--- config.mk ---
export PLATFORM = sky130hd
export DESIGN_NAME = run_detect_ctrl_flat
export DESIGN_NICKNAME = d
export VERILOG_FILES = /design/src/rtl/run_detect_ctrl_if.sv /design/src/rtl/run_detect_ctrl.sv /design/src/flat_wrapper.sv
export SDC_FILE = /design/constraint.sdc
export NUM_CORES = 1
export LEC_CHECK = 0
export ABC_CLOCK_PERIOD_IN_PS = 2500
export CAP_MARGIN = 40
export CORE_UTILIZATION = 49
export DETAILED_ROUTE_END_ITERATION = 16
export HOLD_SLACK_MARGIN = 0.06
export PLACE_DENSITY = 0.83
export SYNTH_ARGS = -nofsm -noshare
export SYNTH_HDL_FRONTEND = slang
export SYNTH_SLANG_ARGS = --single-unit
--- constraint.sdc ---
create_clock -name clk -period 2.5 [get_ports clk]
set_clock_uncertainty 0.2 [all_clocks]
set_input_delay 0.5 -clock clk [delete_from_list [all_inputs] [get_ports clk]]
set_output_delay 0.5 -clock clk [all_outputs]
set_load 0.03 [all_outputs]
--- src/rtl/run_detect_ctrl_if.sv ---
// Host/line bundle for run_detect_ctrl: master = host + serial line driver, slave = controller.
// Handshake: start is taken only while the controller sits idle (busy=0, not in its done cycle);
// otherwise it is dropped, never queued. done is a one-cycle pulse and hit is valid from done until the next accepted start.
interface run_detect_ctrl_if #(
  parameter int CNT_W = 4,
  parameter int WIN_W = 8,
  parameter int HIT_W = 8
);
  logic             start;
  logic [CNT_W-1:0] thresh;
  logic [WIN_W-1:0] window;
  logic             in;
  logic             abort;
  logic             busy;
  logic             done;
  logic             hit;
  logic [CNT_W-1:0] max_run;
  logic [HIT_W-1:0] hit_count;

  modport master (
    output start, thresh, window, in, abort,
    input  busy, done, hit, max_run, hit_count
  );

  modport slave (
    input  start, thresh, window, in, abort,
    output busy, done, hit, max_run, hit_count
  );
endinterface

--- src/rtl/run_detect_ctrl.sv ---
// Run-of-ones detection sequencer: qualify idle-low, count consecutive ones, report hit or window timeout.
// Define RUN_DETECT_RETRIGGER_EN for continuous mode (hits re-arm until the window expires).
module run_detect_ctrl #(
  parameter int CNT_W = 4,
  parameter int WIN_W = 8,
  parameter int HIT_W = 8
) (
  input  logic             clk,
  input  logic             rst,
  run_detect_ctrl_if.slave bus,
  output logic [1:0]       o_dbg_state
);

  typedef enum logic [1:0] {
    S_IDLE = 2'd0,
    S_ARM  = 2'd1,
    S_RUN  = 2'd2,
    S_DONE = 2'd3
  } state_t;

  localparam logic [CNT_W-1:0] CNT_ONE = CNT_W'(1);
  localparam logic [WIN_W-1:0] WIN_ONE = WIN_W'(1);
  localparam logic [HIT_W-1:0] HIT_ONE = HIT_W'(1);

  state_t           r_state, w_state_nxt;
  logic [CNT_W-1:0] r_thr, w_thr_nxt;
  logic [WIN_W-1:0] r_win, w_win_nxt;
  logic [WIN_W-1:0] r_wcnt, w_wcnt_nxt;
  logic [CNT_W-1:0] r_run, w_run_nxt;
  logic [CNT_W-1:0] r_max_run, w_max_nxt;
  logic [HIT_W-1:0] r_hit_count, w_hcnt_nxt;
  logic             r_hit, w_hit_nxt;
  logic             r_busy, w_busy_nxt;
  logic             r_done, w_done_nxt;
`ifdef RUN_DETECT_RETRIGGER_EN
  logic             r_any_hit, w_any_nxt;
`endif

  logic             w_active;
  logic             w_expire;
  logic             w_hit;
  logic [CNT_W-1:0] w_run_inc;

  // abort is folded into w_hit so a coinciding hit never counts
  assign w_active  = (r_state == S_ARM) || (r_state == S_RUN);
  assign w_expire  = w_active && (r_win != '0) && (r_wcnt == (r_win - WIN_ONE));
  assign w_hit     = (r_state == S_RUN) && bus.in && !bus.abort && (r_run == (r_thr - CNT_ONE));
  assign w_run_inc = (r_run == '1) ? r_run : (r_run + CNT_ONE);

  always_ff @(posedge clk) begin
    if (!rst) begin
      r_state     <= S_IDLE;
      r_thr       <= '0;
      r_win       <= '0;
      r_wcnt      <= '0;
      r_run       <= '0;
      r_max_run   <= '0;
      r_hit_count <= '0;
      r_hit       <= 1'b0;
      r_busy      <= 1'b0;
      r_done      <= 1'b0;
`ifdef RUN_DETECT_RETRIGGER_EN
      r_any_hit   <= 1'b0;
`endif
    end else begin
      r_state     <= w_state_nxt;
      r_thr       <= w_thr_nxt;
      r_win       <= w_win_nxt;
      r_wcnt      <= w_wcnt_nxt;
      r_run       <= w_run_nxt;
      r_max_run   <= w_max_nxt;
      r_hit_count <= w_hcnt_nxt;
      r_hit       <= w_hit_nxt;
      r_busy      <= w_busy_nxt;
      r_done      <= w_done_nxt;
`ifdef RUN_DETECT_RETRIGGER_EN
      r_any_hit   <= w_any_nxt;
`endif
    end
  end

  always_comb begin
    w_state_nxt = r_state;
    case (r_state)
      S_IDLE: if (bus.start) w_state_nxt = S_ARM;
      // a line already high at start must fall before ones count
      S_ARM: begin
        if (bus.abort)       w_state_nxt = S_IDLE;
        else if (w_expire)   w_state_nxt = S_DONE;
        else if (!bus.in)    w_state_nxt = S_RUN;
      end
      S_RUN: begin
        if (bus.abort)       w_state_nxt = S_IDLE;
`ifdef RUN_DETECT_RETRIGGER_EN
        else if (w_hit)      w_state_nxt = w_expire ? S_DONE : S_ARM;
`else
        else if (w_hit)      w_state_nxt = S_DONE;
`endif
        else if (w_expire)   w_state_nxt = S_DONE;
      end
      S_DONE:                w_state_nxt = S_IDLE;
      default:               w_state_nxt = S_IDLE;
    endcase
  end

  always_comb begin
    w_thr_nxt  = r_thr;
    w_win_nxt  = r_win;
    w_wcnt_nxt = r_wcnt;
    w_run_nxt  = r_run;
    w_max_nxt  = r_max_run;
    w_hcnt_nxt = r_hit_count;
    w_hit_nxt  = r_hit;
`ifdef RUN_DETECT_RETRIGGER_EN
    w_any_nxt  = r_any_hit;
`endif
    w_busy_nxt = (w_state_nxt == S_ARM) || (w_state_nxt == S_RUN);
    w_done_nxt = (w_state_nxt == S_DONE);

    if ((r_state == S_IDLE) && bus.start) begin
      w_thr_nxt  = (bus.thresh == '0) ? CNT_ONE : bus.thresh;
      w_win_nxt  = bus.window;
      w_wcnt_nxt = '0;
      w_run_nxt  = '0;
      w_max_nxt  = '0;
      w_hit_nxt  = 1'b0;
`ifdef RUN_DETECT_RETRIGGER_EN
      w_any_nxt  = 1'b0;
`endif
    end

    if (w_active) w_wcnt_nxt = r_wcnt + WIN_ONE;

    // the sample taken alongside an abort still feeds max_run
    if (r_state == S_RUN) begin
      if (bus.in) begin
        w_run_nxt = w_run_inc;
        if (w_run_inc > r_max_run) w_max_nxt = w_run_inc;
      end else begin
        w_run_nxt = '0;
      end
    end

    if (w_hit && (r_hit_count != '1)) w_hcnt_nxt = r_hit_count + HIT_ONE;

`ifdef RUN_DETECT_RETRIGGER_EN
    if (w_active) w_hit_nxt = 1'b0;
    if (w_hit) begin
      w_any_nxt = 1'b1;
      w_run_nxt = '0;
      w_hit_nxt = 1'b1;
    end
    if (w_state_nxt == S_DONE) w_hit_nxt = r_any_hit | w_hit;
`else
    if (w_hit) w_hit_nxt = 1'b1;
`endif
  end

  assign bus.busy      = r_busy;
  assign bus.done      = r_done;
  assign bus.hit       = r_hit;
  assign bus.max_run   = r_max_run;
  assign bus.hit_count = r_hit_count;
  assign o_dbg_state   = r_state;

endmodule

--- src/flat_wrapper.sv ---
// flat-port wrapper written by rule: the top's interface ports become plain ports
module run_detect_ctrl_flat 
#(
  parameter int CNT_W = 4,
  parameter int WIN_W = 8,
  parameter int HIT_W = 8
)
  (clk, rst, o_dbg_state, bus_start, bus_thresh, bus_window, bus_in, bus_abort, bus_busy, bus_done, bus_hit, bus_max_run, bus_hit_count);
  run_detect_ctrl_if #(.CNT_W(CNT_W), .WIN_W(WIN_W), .HIT_W(HIT_W)) bus_i ();
  input  logic clk;
  input  logic rst;
  output logic [1:0] o_dbg_state;
  input wire logic [$bits(bus_i.start)-1:0] bus_start;
  input wire logic [$bits(bus_i.thresh)-1:0] bus_thresh;
  input wire logic [$bits(bus_i.window)-1:0] bus_window;
  input wire logic [$bits(bus_i.in)-1:0] bus_in;
  input wire logic [$bits(bus_i.abort)-1:0] bus_abort;
  output wire logic [$bits(bus_i.busy)-1:0] bus_busy;
  output wire logic [$bits(bus_i.done)-1:0] bus_done;
  output wire logic [$bits(bus_i.hit)-1:0] bus_hit;
  output wire logic [$bits(bus_i.max_run)-1:0] bus_max_run;
  output wire logic [$bits(bus_i.hit_count)-1:0] bus_hit_count;
  assign bus_i.start = bus_start;
  assign bus_i.thresh = bus_thresh;
  assign bus_i.window = bus_window;
  assign bus_i.in = bus_in;
  assign bus_i.abort = bus_abort;
  assign bus_busy = bus_i.busy;
  assign bus_done = bus_i.done;
  assign bus_hit = bus_i.hit;
  assign bus_max_run = bus_i.max_run;
  assign bus_hit_count = bus_i.hit_count;
  run_detect_ctrl #(.CNT_W(CNT_W), .WIN_W(WIN_W), .HIT_W(HIT_W)) u_core (.clk(clk), .rst(rst), .bus(bus_i), .o_dbg_state(o_dbg_state));
endmodule
==> impl_results.md, run 1 <==
* Final setup viols at 3
* Failing checks: negative setup slack
* Most used DFF post-synth: dfxtp_1
* Fill cells at approximately 310
* Total die area at 4920 um^2
* FF-to-FF Start: u_core.r_win[5]
* Syn avg cell area at 8.06 um^2
* Syn_nets at 314
* Synth Instances at 282
* Remaining Overflow, GRT at 0
* Setup TNS at -160 ps
* Hold Vio Cnt, Final at 0
* IO Count at 34
* Initial DRC count at approximately 160
* Worst-path clk slew at roughly 90 ps
* CP Capture Type: flip-flop
* Num Clock Sinks at 41
* Family with the most delay on the worst path: simple AND/OR/NAND/NOR gates
* Crit path DAT at roughly 2600 ps
* Via Count at about 2.3k
* Fin nets at 384
* Fin Hold WS at 274 ps
* Crit Path Class: flip-flop to flip-flop
* Pin count of the biggest net entering global routing at 30
* Min cycle time layout at 2610 ps
* Setup WS post-layout at -106 ps
* MaxCap Viol Count at 0
* Leakage power at around 0.0012 uW
* CP peak stage delay at 530 ps
* Longest Clk Path Bufs at 2
* Critical Path Start Type: flip-flop
* IO Port Bufs at 33
* First-pass DRT Iterations at 4
* Vias/cell at 5.78
* Top cells by area, synth: dfxtp_1 (36%), ha_1 (8.3%), a21oi_1 (6.4%)
* Post-DP HPWL at 3.86 mm
* FF+latch count, synth at 41
* Starting Density at just over 50%
* RSZ-0062 raised after global routing: true
* Insertion delay to the later sink of the worst-skew pair at 310 ps
* Sequential area share after synthesis at 36.1%
* Outcome: complete, but fails checks
* FF-to-FF End: u_core.bus.busy
* Mapped Area at 2270 um^2
* Storage element area at 832 um^2
* Row count at 24
* Number of global-route vias before repair at 2098
* Post-synth top area share at 36.1%
* Global placement routability congestion at 0.837
* Placement Setup Slack at -216 ps
* Routed Antenna Nets at 0
* EDFF count, synth at 0
* CP max stage cell: or4_4
* Pins over their slew limit at 0
* WHS Endpoint: u_core.r_thr[1]
* CTS tree: done
* Root buf cell: clkbuf_8
* Global-route wire length before repair at ~9.4 mm
* Final Cycle Share at 104%
* Yosys cell types at 40
* Power Total at 2760 uW
* Final WL at 6.81 mm
* Area Growth Syn to Fin at 43.3%
* Flop2flop setup slack at -110 ps
* Share of cells above drive strength 1 at 25.2%
* Critical path required time at 2510 ps
* Buf/Inv on CP at 0
* Die width at 70.1 um
* Total GRT Usage at 24.4%
* Num CTS Buffers at 5
* Worst-Margin Slew at 493 ps
* Max Clk Rate at 0.384 GHz
* Post-synth ARST share at 0%
* # H-tree levels at 2
* Die H at 70.1 um
* Area of the multi-input gates at 1550 um^2
* Routed len/inst at 16.8 um
* VDD IR max at roughly 0.37 mV
* Yosys top cell by area: dfxtp_1
* Drc violations at 0
* Hold path start: u_core.r_thr[1]
* ANT cells at 0
* CORE AREA at 4410 um^2
* Hold Path Depth at 2
* Hold Crit Class: flip-flop to flip-flop
* Rel. slew slack at approximately two thirds
* Worst Path Max Fanout at 3
* Power Density at approximately 850 nW/um^2
* Cell Chain, Critical Path: or4_4 -> or3_1 -> nand4b_1 -> nor4_4 -> a2111oi_2 -> a21oi_1 -> ha_1 -> and2_1
* Reg2reg path depth at 8
* Synth warn at 0
* Initial antenna violation count at 0
placed cells by master (no fill, tap or decap), drive strengths merged, types with 4 or more instances in the layout:
cell | synthesis | final
nor2 | 21 | 21
o22a | 4 | 4
xor2 | 8 | 8
ha | 15 | 15
a21oi | 29 | 29
nand4 | 4 | 4
o21ai | 6 | 6
buf | 0 | 38
nand2b | 5 | 5
or3 | 6 | 6
clkdlybuf4s50 | 0 | 33
inv | 18 | 18
nor3 | 10 | 10
nand3 | 15 | 15
nand2 | 38 | 38
or2 | 5 | 5
xnor2 | 14 | 14
dfxtp | 41 | 41
clkbuf | 8 | 5
mux2i | 4 | 4
cell families after synthesis:
family | share of synthesized area (%)
AOI/OAI and AO/OA | 14.4
xor gates and xnor gates | 8.48
adders and majority gates | 8.26
buffers and inverters | 4.29
DFF | 36.1
muxes | 2.26
and+or+nand+nor | 26.3
Yosys cell counts (2+ instances only):
master and instances:
or2_2 5, o22a_1 4, and2_1 3, dfxtp_1 41, a21oi_1 29, xor2_1 8, o21a_1 3, clkbuf_1 8
o21ai_0 4, nand4_1 3, nand3b_1 3, mux2i_1 4, nor3_1 10, o22ai_1 2, nor2b_1 3, nand2_1 38
nand3_1 15, or3_1 6, ha_1 15, a211oi_1 2, xnor2_1 14, inv_1 18, o21ai_1 2, nor2_1 21
nand2b_1 5, nor4_1 2
worst max path at each step:
stage	startpoint	end	slack, ps	cells after the start
after floorplan	u_core.r_win[5]	u_core.bus.busy	-30	8
after global routing	u_core.r_win[1]	u_core.bus.busy	-190	10
final	u_core.r_win[5]	u_core.bus.busy	-110	8
after detailed placement	bus_in	u_core.bus.busy	-220	8
after global placement	bus_in	u_core.bus.busy	-90	8
after CTS	u_core.r_win[5]	u_core.bus.busy	-50	8
worst register-to-register path, cell delays in order (launching register included):
cell and delay (ps):
dfxtp_2 330, or4_4 530, or3_1 320, nand4b_1 160, nor4_4 90, a2111oi_2 360, a21oi_1 90, ha_1 280
and2_1 130
where the power goes:
group / switching, uW / total, uW / internal, uW
logic: 755 / 1370 / 619
clock network: 259 / 558 / 299
registers: 80.8 / 824 / 744
total: 1090 / 2760 / 1660
registers in the layout, summed over array words and instances (netlist names):
register,count
u_core.bus.hit_count,8
u_core.r_win,8
u_core.bus.busy,1
u_core.bus.done,1
u_core.bus.max_run,4
u_core.o_dbg_state,2
u_core.r_run,4
u_core.bus.hit,1
u_core.r_wcnt,8
u_core.r_thr,4
routing by layer:
metal,track usage [%],part of all wire (%),vias up
li1,-,-,1106
met1,29.8,41,1125
met2,40.3,50,83
met3,5.77,5.3,26
met4,11.3,3.9,0
met5,0,0,-
cell type report:
cell class	count	area share, %
multi-input combinational	215	47.6
sequential	41	25.5
clock buffer	5	2.11
inverter	18	2.07
tap	52	2.00
timing repair buffer	71	19.3
clock inverter	3	1.42
metrics by stage:
step / util, % / cells / cell area [um^2]
after floorplan: - / 282 / 2280
after CTS: 69.0 / 398 / 3040
after global placement: 65.2 / 388 / 2880
after global routing: 73.8 / 405 / 3260
final: 73.8 / 405 / 3260
after detailed placement: 65.2 / 388 / 2880
repair_timing:
item	CTS	global route
endpoints found under the setup margin	6	12
hold buffers	0	0
pin swaps	5	14
gates resized for setup	7	30
setup buffers	2	7
No activity file was read; power rests on OpenSTA's default activity.
==> run 2: changes to the inputs <==
- ABC_CLOCK_PERIOD_IN_PS: 2500 -> 3300
- CORE_UTILIZATION: 49 -> 55
- PLACE_DENSITY: 0.83 -> 0.88
- clock period: 2.5 -> 3.3 ns (I/O delays scaled with it)
==> impl_results.md, run 2 (synthesis results as in run 1) <==
* Routed Antenna Nets at 0 (unchanged)
* Die H at 66.3 um (was 70.1 um)
* MaxCap Viol Count at 0 (unchanged)
* Hold Path Depth at 2 (unchanged)
* Fill cells at 331 (was 305)
* Share of cells above drive strength 1 at 6.35% (was 25.2%)
* Pin count of the biggest net entering global routing at 27 (was 30)
* Most frequent cells in the layout: dfxtp_1 (41), nand2_1 (38), clkdlybuf4s50_1 (33), a21oi_1 (29), nor2_1 (21) (was nand2_1 (37), buf_4 (37), clkdlybuf4s50_1 (33), dfxtp_1 (32), a21oi_1 (25))
* Rel. slew slack at 42.9% (was 67.0%)
* Remaining Overflow, GRT at 0 (unchanged)
* Number of global-route vias before repair at 1947 (was 2098)
* Reg2reg path depth at 11 (was 8)
* Post-cts resize count at 0 (was 7)
* Hold path start: u_core.bus.max_run[2] (was u_core.r_thr[1])
* CORE AREA at 3970 um^2 (was 4410 um^2)
* Pins over their slew limit at 0 (unchanged)
* # hold bufs at CTS at 0 (unchanged)
* Leakage power at 0.00101 uW (was 0.00122 uW)
* Final instance area at 2730 um^2 (was 3260 um^2)
* IO Count at 34 (unchanged)
* Crit path DAT at 2960 ps (was 2620 ps)
* VDD IR max at 0.298 mV (was 0.370 mV)
* Initial antenna violation count at 0 (unchanged)
* Total GRT Usage at 24.6% (was 24.4%)
* Critical path required time at 3330 ps (was 2510 ps)
* Global-route wire length before repair at 8.25 mm (was 9.38 mm)
* Setup TNS at 0 ps (was -160 ps)
* Metal2 WL at 2.29 mm (was 3.42 mm)
* DR top layer: met4 (unchanged)
* Final setup viols at 0 (was 3)
* Drc violations at 0 (unchanged)
* Flop2flop setup slack at 370 ps (was -110 ps)
* CTS tree: done (unchanged)
* Outcome: completed (was complete, but fails checks)
* Hold Vio Cnt, Final at 0 (unchanged)
* Final WL at 4.90 mm (was 6.81 mm)
* Starting Density at 57.2% (was 51.5%)
* Placed Area at 2640 um^2 (was 2880 um^2)
* RSZ-0062 raised after global routing: false (was true)
* Fin nets at 347 (was 384)
* Area of the multi-input gates at 1360 um^2 (was 1550 um^2)
* Global placement routability congestion at 0.798 (was 0.837)
* # H-tree levels at 2 (unchanged)
* Insertion delay to the later sink of the worst-skew pair at 300 ps (was 310 ps)
* FF-to-FF End: u_core.bus.max_run[0] (was u_core.bus.busy)
* Hold Crit Class: flip-flop to flip-flop (unchanged)
* FF-to-FF Start: u_core.r_run[0] (was u_core.r_win[5])
* Via Count at 2063 (was 2340)
* IO Port Bufs at 33 (unchanged)
* Worst Path Max Fanout at 8 (was 3)
* Post-DP HPWL at 3.51 mm (was 3.86 mm)
* Most common cell after layout, fill and taps aside: dfxtp_1
* Metal1 wirelength at 2.27 mm (was 2.76 mm)
* Area Growth Syn to Fin at 20.3% (was 43.3%)
* Initial DRC count at 200 (was 161)
* Vias/cell at 5.65 (was 5.78)
* Setup Fix Bufs, Post-CTS at 0 (was 2)
* WHS Endpoint: u_core.bus.max_run[2] (was u_core.r_thr[1])
* Longest Clk Path Bufs at 2 (unchanged)
* ANT cells at 0 (unchanged)
* Root buf cell: clkbuf_8 (unchanged)
* Total die area at 4390 um^2 (was 4920 um^2)
* Num Clock Sinks at 41 (unchanged)
* Critical Path Start Type: flip-flop (unchanged)
* First-pass DRT Iterations at 4 (unchanged)
* Routed len/inst at 13.4 um (was 16.8 um)
* Num CTS Buffers at 5 (unchanged)
* Worst-Margin Slew at 855 ps (was 493 ps)
* CP Capture Type: flip-flop (unchanged)
* Worst-path clk slew at 80 ps (was 90 ps)
* Max Clk Rate at 0.342 GHz (was 0.384 GHz)
* Storage element area at 821 um^2 (was 832 um^2)
* Crit Path Class: flip-flop to flip-flop (unchanged)
* Final Cycle Share at 88.7% (was 104%)
* Die width at 66.3 um (was 70.1 um)
* Min cycle time layout at 2930 ps (was 2610 ps)
* Power Density at 623 nW/um^2 (was 846 nW/um^2)
* WL met3 at 286 um (was 361 um)
* Row count at 23 (was 24)
[run 2: worst max path at each step]
stage | start | endpoint | slack [ps]
after floorplan | u_core.o_dbg_state[0] | u_core.bus.busy | 590
final | u_core.r_run[0] | u_core.bus.max_run[0] | 370
after CTS | u_core.r_run[0] | u_core.bus.max_run[0] | 400
after global routing | u_core.r_run[0] | u_core.bus.max_run[1] | 130
after detailed placement | bus_in | u_core.bus.busy | 310
after global placement | bus_in | u_core.bus.busy | 380
[run 2: layout make-up]
class | count | area share, %
Timing Repair Buffer | 34 | 12.4
Clock buffer | 6 | 3.02
Inverter | 18 | 2.47
Multi-Input combinational cell | 215 | 49.6
Sequential cell | 41 | 30.0
Clock inverter | 1 | 0.275
Tap cell | 50 | 2.29
[run 2: metrics by stage]
stage / total power [uW] / setup slack [ps] / hold WS, ps / util, % / std cells
detailed placement: 1360 / 308 / 272 / 66.6 / 358
global route: 1830 / 134 / 306 / 68.8 / 365
finish: 1700 / 372 / 282 / 68.8 / 365
floorplan: 1180 / 589 / 248 / - / 282
global placement: 1320 / 377 / 259 / 66.6 / 358
CTS: 1710 / 402 / 283 / 68.8 / 365
[run 2: report_power, final]
| group | leakage [uW] | switching, uW | total [uW] | internal, uW |
|---|---|---|---|---|
| clock | 0.0000433 | 175 | 341 | 165 |
| combinational | 0.000635 | 423 | 736 | 313 |
| sequential | 0.000333 | 68.9 | 626 | 557 |
| total | 0.00101 | 668 | 1700 | 1040 |
[run 2: layer usage]
layer	up-vias	track usage (%)
met1	965	30.5
met2	62	41.1
met3	6	4.48
li1	1030	-
met4	0	11.2
met5	-	0
[run 2: worst max-delay path, cell delays in order (launching register included)]
cell and delay [ps]:
dfxtp_1 430, ha_1 240, nand3_1 160, mux2i_1 260, inv_1 90, ha_1 290
nor2b_1 140, o21a_1 160, o21a_1 160, o21ai_1 400, nand3_1 140, a21oi_1 180
==> RTL change 1 (config.mk and constraints of run 1) <==
`HIT_W` is set to 8 in 3 places; all go to 9.
--- a/src/rtl/run_detect_ctrl_if.sv
+++ b/src/rtl/run_detect_ctrl_if.sv
@@ -4,7 +4,7 @@
 interface run_detect_ctrl_if #(
   parameter int CNT_W = 4,
   parameter int WIN_W = 8,
-  parameter int HIT_W = 8
+  parameter int HIT_W = 9
 );
   logic             start;
   logic [CNT_W-1:0] thresh;
--- a/src/rtl/run_detect_ctrl.sv
+++ b/src/rtl/run_detect_ctrl.sv
@@ -3,7 +3,7 @@
 module run_detect_ctrl #(
   parameter int CNT_W = 4,
   parameter int WIN_W = 8,
-  parameter int HIT_W = 8
+  parameter int HIT_W = 9
 ) (
   input  logic             clk,
   input  logic             rst,
--- a/src/flat_wrapper.sv
+++ b/src/flat_wrapper.sv
@@ -3,7 +3,7 @@
 #(
   parameter int CNT_W = 4,
   parameter int WIN_W = 8,
-  parameter int HIT_W = 8
+  parameter int HIT_W = 9
 )
   (clk, rst, o_dbg_state, bus_start, bus_thresh, bus_window, bus_in, bus_abort, bus_busy, bus_done, bus_hit, bus_max_run, bus_hit_count);
   run_detect_ctrl_if #(.CNT_W(CNT_W), .WIN_W(WIN_W), .HIT_W(HIT_W)) bus_i ();
Interface: changed (resized bus_hit_count); port bits go from 34 to 35. The function was not compared with the original's and may differ.
==> RTL change 1 against run 1 <==
Combinational power down 23%; global-route usage down 0.26 points; clock power shrank 17%; sequential cell count is 1 higher; sequential power hardly changed; largest cell class unchanged; design area up 0.58%; critical path depth rose by 3; routed wire length shrank 14%; power shrank 15%; worst setup slack improved by 160 ps; die area grew 4.6%; synthesized area increased by 4.7%.
==> RTL change 1: results (changes against run 1) <==
- Run status: finished clean (was finished with violations)
- Fraction of layout cells with a size suffix above 1: 22.3% (was 25.2%)
- Maximum net fanout on the critical path: 8 (was 3)
- Aggregate global-route resource usage: 24.1% (was 24.4%)
- Nets: 377 (was 384)
- Initial antenna violation count: 0 (unchanged)
- Root Driver: clkbuf_8 (unchanged)
- Number of clock buffers inserted by TritonCTS: 5 (unchanged)
- Post-synthesis net count: 314 (unchanged)
- Largest register FFs: 9
- Worst VDD drop: 0.000398 V (was 0.000370 V)
- Worst-path clk slew: 80 ps
- Detailed-route wire length: 5830 um (was 6810 um)
- Pre-CTS setup slack: -499 ps (was -216 ps)
- Clock Path Buffers: 2 (unchanged)
- Crit-path max cell delay: 340 ps (was 530 ps)
- Family of cells with the greatest summed delay on the critical path: compound AO/OA/AOI/OAI gates (was simple AND/OR/NAND/NOR gates)
- Half-perimeter wire length of the detailed placement result: 3800 um (was 3860 um)
- Leakage power summed over all cells: 1.27 nW (was 1.22 nW)
- Top flip-flop cell by instance count after synthesis: dfxtp_1 (unchanged)
- Proportion of synthesized chip area in sequential cells: 35.3% (was 36.1%)
- Number of H-tree levels: 2 (unchanged)
- Top area cells in the synthesized netlist: dfxtp_1 35%, ha_1 8.4%, xnor2_1 7.0% (was dfxtp_1 36%, ha_1 8.3%, a21oi_1 6.4%)
- Insertion delay to the later sink of the worst-skew pair: 310 ps (about the same)
- Quantity of I/O buffers inserted on ports: 34 (was 33)
- 1st-pass router iterations: 4 (unchanged)
- Switching share of power: 37.4% (was 39.7%)
- Vias in the first global route: 2144 (was 2098)
- Maximum number of pins on one net before global-route repair: 43 (was 30)
- First-pass GRT wire length: 9690 um (was 9380 um)
- Number of warnings printed during yosys synthesis: 0 (unchanged)
- Violation count after the first detailed-routing iteration: 102 (was 161)
- Arr. time, crit path: 2500 ps (was 2620 ps)
- Vias after detailed routing: 2235 (was 2340)
- TritonCTS clock tree: yes (unchanged)
- Hold Path Class: register to register (unchanged)
- Worst max-slew margin expressed relative to the limit: 65.3% (was 67.0%)
- Placer's final routability congestion estimate: 0.782 (was 0.837)
- Number of diodes added for antenna fixing: 0 (unchanged)
- Slowest cell on the critical path: dfxtp_2 (was or4_4)
- Async SR Flop Fraction: 0% (unchanged)
- Count of unique library cells instantiated by Yosys: 43 (was 40)
- Top cell types by occurrence after synthesis: 42 x dfxtp_1, 35 x nand2_1, 19 x and2_1, 19 x xnor2_1, 16 x ha_1 (was 41 x dfxtp_1, 38 x nand2_1, 29 x a21oi_1, 21 x nor2_1, 18 x inv_1)
## RTL change 1: timing repair
item                                    CTS  global route
buffers inserted                          2             2
resized for setup                        20            20
pin swaps                                14            12
endpoints found under the setup margin   15            12
## RTL change 1: cells by family (layout without fill, tap and decap cells)
kind of cell / count (synthesis) / after routing / synth area share (%)
simple gates: 119 / 119 / 27.1
compound gates: 51 / 51 / 14.5
flops: 42 / 42 / 35.3
buf+inv: 25 / 89 / 4.10
xor+xnor: 23 / 23 / 8.46
fa+ha+maj: 16 / 16 / 8.41
mux: 5 / 5 / 2.10
## RTL change 1: stage by stage
step | area (sq um) | std cells | utilization [%] | hold slack (ps) | setup TNS [ps]
5_1_grt | 3280 | 397 | 72.8 | 319 | -43.0
3_3_place_gp | 2990 | 385 | 66.3 | 266 | -4080
4_1_cts | 3170 | 395 | 70.5 | 282 | 0
6_report | 3280 | 397 | 72.8 | 283 | 0
3_5_place_dp | 2990 | 385 | 66.3 | 271 | -5280
2_1_floorplan | 2410 | 281 | - | 256 | -130
## RTL change 1: path summary, 6_finish.rpt
| kind | from | endpoint | slack [ps] | cells after the start |
|---|---|---|---|---|
| worst max-delay path | u_core.r_run[1]$_SDFFE_PN0P_ | u_core.bus.max_run[0]$_SDFF_PN0_ | 50 | 11 |
| worst min-delay path | u_core.r_win[2]$_SDFFE_PN0P_ | u_core.r_win[2]$_SDFFE_PN0P_ | 280 | 2 |
| worst max register to register | u_core.r_run[1]$_SDFFE_PN0P_ | u_core.bus.max_run[0]$_SDFF_PN0_ | 50 | 11 |
| worst min register to register | u_core.r_win[2]$_SDFFE_PN0P_ | u_core.r_win[2]$_SDFFE_PN0P_ | 280 | 2 |
## RTL change 1: power groups by stage
stage / sequential [mW] / clock, mW / combinational (mW)
finish: 0.823 / 0.463 / 1.06
floorplan: 0.883 / 0 / 0.564
global route: 0.834 / 0.503 / 1.15
detailed placement: 0.838 / 0 / 0.893
global placement: 0.836 / 0 / 0.867
CTS: 0.820 / 0.471 / 0.988
## RTL change 1: per-layer routing
layer	GRT usage [%]	part of all wire, %	vias up
li1	-	-	1101
met1	26.9	42	1061
met2	43.2	51	54
met3	4.36	3.4	19
met4	13.3	3.2	0
met5	0	0	-
## RTL change 1: worst min-delay path: stages, from the launching register on
cell and delay (ps):
dfxtp_1 330, nand2_1 50, a21boi_0 60
## RTL change 1: layout make-up
type                    instances  area (sq um)
clock inverters                 1          5.00
repair buffers                 67           593
multi-input cells             214          1620
inverters                      14          55.1
flip-flops and latches         42           856
well taps                      52          65.1
clock buffers                   7          86.3
fillers                       327          1230
==> RTL change 2 (config.mk and constraints of run 1) <==
Without the edit above. Register the output `o_dbg_state` once more, without a reset; this adds one clock of latency there. The other outputs are not delayed to match.
--- a/src/rtl/run_detect_ctrl.sv
+++ b/src/rtl/run_detect_ctrl.sv
@@ -161,7 +161,9 @@
   assign bus.hit       = r_hit;
   assign bus.max_run   = r_max_run;
   assign bus.hit_count = r_hit_count;
-  assign o_dbg_state   = r_state;
+  always_ff @(posedge clk) begin
+    o_dbg_state <= r_state;
+  end
 
 endmodule
 
Function: changed (a bounded check fails within 4 cycles, from zero or initial values and one cycle with rst low).
==> RTL change 2 against run 1 <==
The run still ends with negative setup slack left; sequential share of layout area hardly changed; design area rose by 4.6%; non-clock buffer count is 1 lower; final cell count rose by 5.7%; fmax grew 3.5%; count of clock-buffer cells in the layout stayed put; die area up 8.1%; routed wire length fell by 6.4%; worst setup slack gained 89 ps; sequential cell count up 2; synthesized area is 8.3% higher; highest routed layer unchanged.
Power is not compared: it rests on default switching activity, and its combinational part moved more than twofold at a synthesized area within 25%.
==> RTL change 2: results (changes against run 1) <==
- Run status: finished with violations (unchanged)
- Failing checks: negative setup slack (unchanged)
- Count of unique library cells instantiated by Yosys: 51 (was 40)
- Vias in the first global route: 2234 (was 2098)
- Hold Path Class: register to register (unchanged)
- Hold Path Origin: u_core.bus.hit$_SDFFE_PN0P_ (was u_core.r_thr[1]$_SDFFE_PN0P_)
- Met1 demand-to-capacity share in global routing: 29.2% (was 29.8%)
- Worst-path clk slew: 90 ps (about the same)
- Clock Path Buffers: 2 (unchanged)
- Worst Setup Slack, final: -17.3 ps (was -106 ps)
- Final Non-Filler Cells: 428 (was 405)
- Maximum number of pins on one net before global-route repair: 38 (was 30)
- Post-synthesis net count: 325 (was 314)
- Post-synthesis instance total: 293 (was 282)
- Routed Antenna Nets: 0 (unchanged)
- Arr. time, crit path: 2510 ps (was 2620 ps)
- Combinational logic power: 0.349 mW
- Async SR Flop Fraction: 0% (unchanged)
- Quantity of I/O buffers inserted on ports: 33 (unchanged)
- Crit-path max cell delay: 560 ps (was 530 ps)
- Leakage power summed over all cells: 1.36 nW
- Switching share of power: 28.3%
- Launch point of the worst path: u_core.r_win[2]$_SDFFE_PN0P_ (was u_core.r_win[5]$_SDFFE_PN0P_)
- Half-perimeter wire length of the detailed placement result: 4270 um (was 3860 um)
- Number of warnings printed during yosys synthesis: 0 (unchanged)
- Initial antenna violation count: 0 (unchanged)
- Top cell types by occurrence after synthesis: 43 x dfxtp_1, 41 x nand2_1, 17 x nor2_1 (was 41 x dfxtp_1, 38 x nand2_1, 29 x a21oi_1, 21 x nor2_1, 18 x inv_1)
- Nets: 392 (was 384)
- Vias after detailed routing: 2345 (was 2340)
- Insertion delay to the later sink of the worst-skew pair: 300 ps
- Dpl cell area: 3110 sq um (was 2880 sq um)
- Fraction of layout cells with a size suffix above 1: 22.2% (was 25.2%)
- Number of diodes added for antenna fixing: 0 (unchanged)
- Number of H-tree levels: 2 (unchanged)
- Setup violators final: 1 (was 3)
- Inst Count DP: 417 (was 388)
- Maximum net fanout on the critical path: 4 (was 3)
- Top flip-flop cell by instance count after synthesis: dfxtp_1 (unchanged)
- Design Power: 1.63 mW
- Sequential power share: 44.8%
- Average wire per standard cell: 14.9 um (was 16.8 um)
- Placer's final routability congestion estimate: 0.906 (was 0.837)
- Violation count after the first detailed-routing iteration: 104 (was 161)
- Slowest cell on the critical path: or4_4 (unchanged)
- GRT met2 Usage: 41.5% (was 40.3%)
- First-pass GRT wire length: 9790 um (was 9380 um)
- Aggregate global-route resource usage: 23.8% (was 24.4%)
- Root Driver: clkbuf_8 (unchanged)
- 1st-pass router iterations: 4 (unchanged)
- Worst VDD drop: 0.000332 V
- Proportion of synthesized chip area in sequential cells: 35.0% (was 36.1%)
- Global-route met3 utilization: 4.14% (was 5.77%)
- Post-route setup TNS: -17.3 ps (was -160 ps)
- Worst max-slew margin expressed relative to the limit: 76.0% (was 67.0%)
- Top area cells in the synthesized netlist: dfxtp_1 35%, ha_1 7.6%, nand2_1 6.3% (was dfxtp_1 36%, ha_1 8.3%, a21oi_1 6.4%)
- Number of clock buffers inserted by TritonCTS: 5 (unchanged)
-- RTL change 2: stage by stage --
stage	setup slack, ps	util (%)
CTS	-2.25	68.6
global placement	-166	65.0
floorplan	18.5	-
finish	-17.3	71.2
detailed placement	-200	65.0
global route	-127	71.2
-- RTL change 2: cell families (layout without fill, tap and decap cells) --
group / after synthesis / after routing / share of synthesized area (%)
compound gates: 58 / 58 / 17.6
simple gates: 127 / 127 / 26.8
fa+ha+maj: 15 / 15 / 7.62
xor+xnor: 20 / 20 / 7.11
buf+inv: 25 / 93 / 3.86
flops: 43 / 43 / 35.0
mux: 5 / 5 / 2.03
-- RTL change 2: layout make-up --
type / count / area (sq um)
clock inverter: 3 / 43.8
fill: 359 / 1380
sequential: 43 / 871
clock buffer: 5 / 68.8
multi-input combinational: 225 / 1660
timing repair buffer: 70 / 621
tap: 67 / 83.8
inverter: 15 / 56.3
-- RTL change 2: final timing paths --
path,end,slack (ps),cells after the start
worst max-delay path,u_core.bus.busy$_SDFF_PN0_,-20,8
worst min-delay path,u_core.bus.hit$_SDFFE_PN0P_,270,2
worst max register to register,u_core.bus.busy$_SDFF_PN0_,-20,8
worst min register to register,u_core.bus.hit$_SDFFE_PN0P_,270,2
-- RTL change 2: timing repair --
item                       in CTS  in global routing
pin swaps                       5                 12
setup endpoints to repair       6                  9
setup buffers                   0                  3
gates resized for setup         9                 27
-- RTL change 2: metal layers --
metal	vias up	share of wire, %
met2	64	52
met5	-	0
met4	0	1.4
met1	1120	42
li1	1151	-
met3	10	4.8
-- RTL change 2: worst max-delay path: cells and delay by family (launching register included) --
family	cells	cell delay [ps]
fa+ha+maj	1	260
compound gates	3	470
simple gates	4	1130
flops	1	340
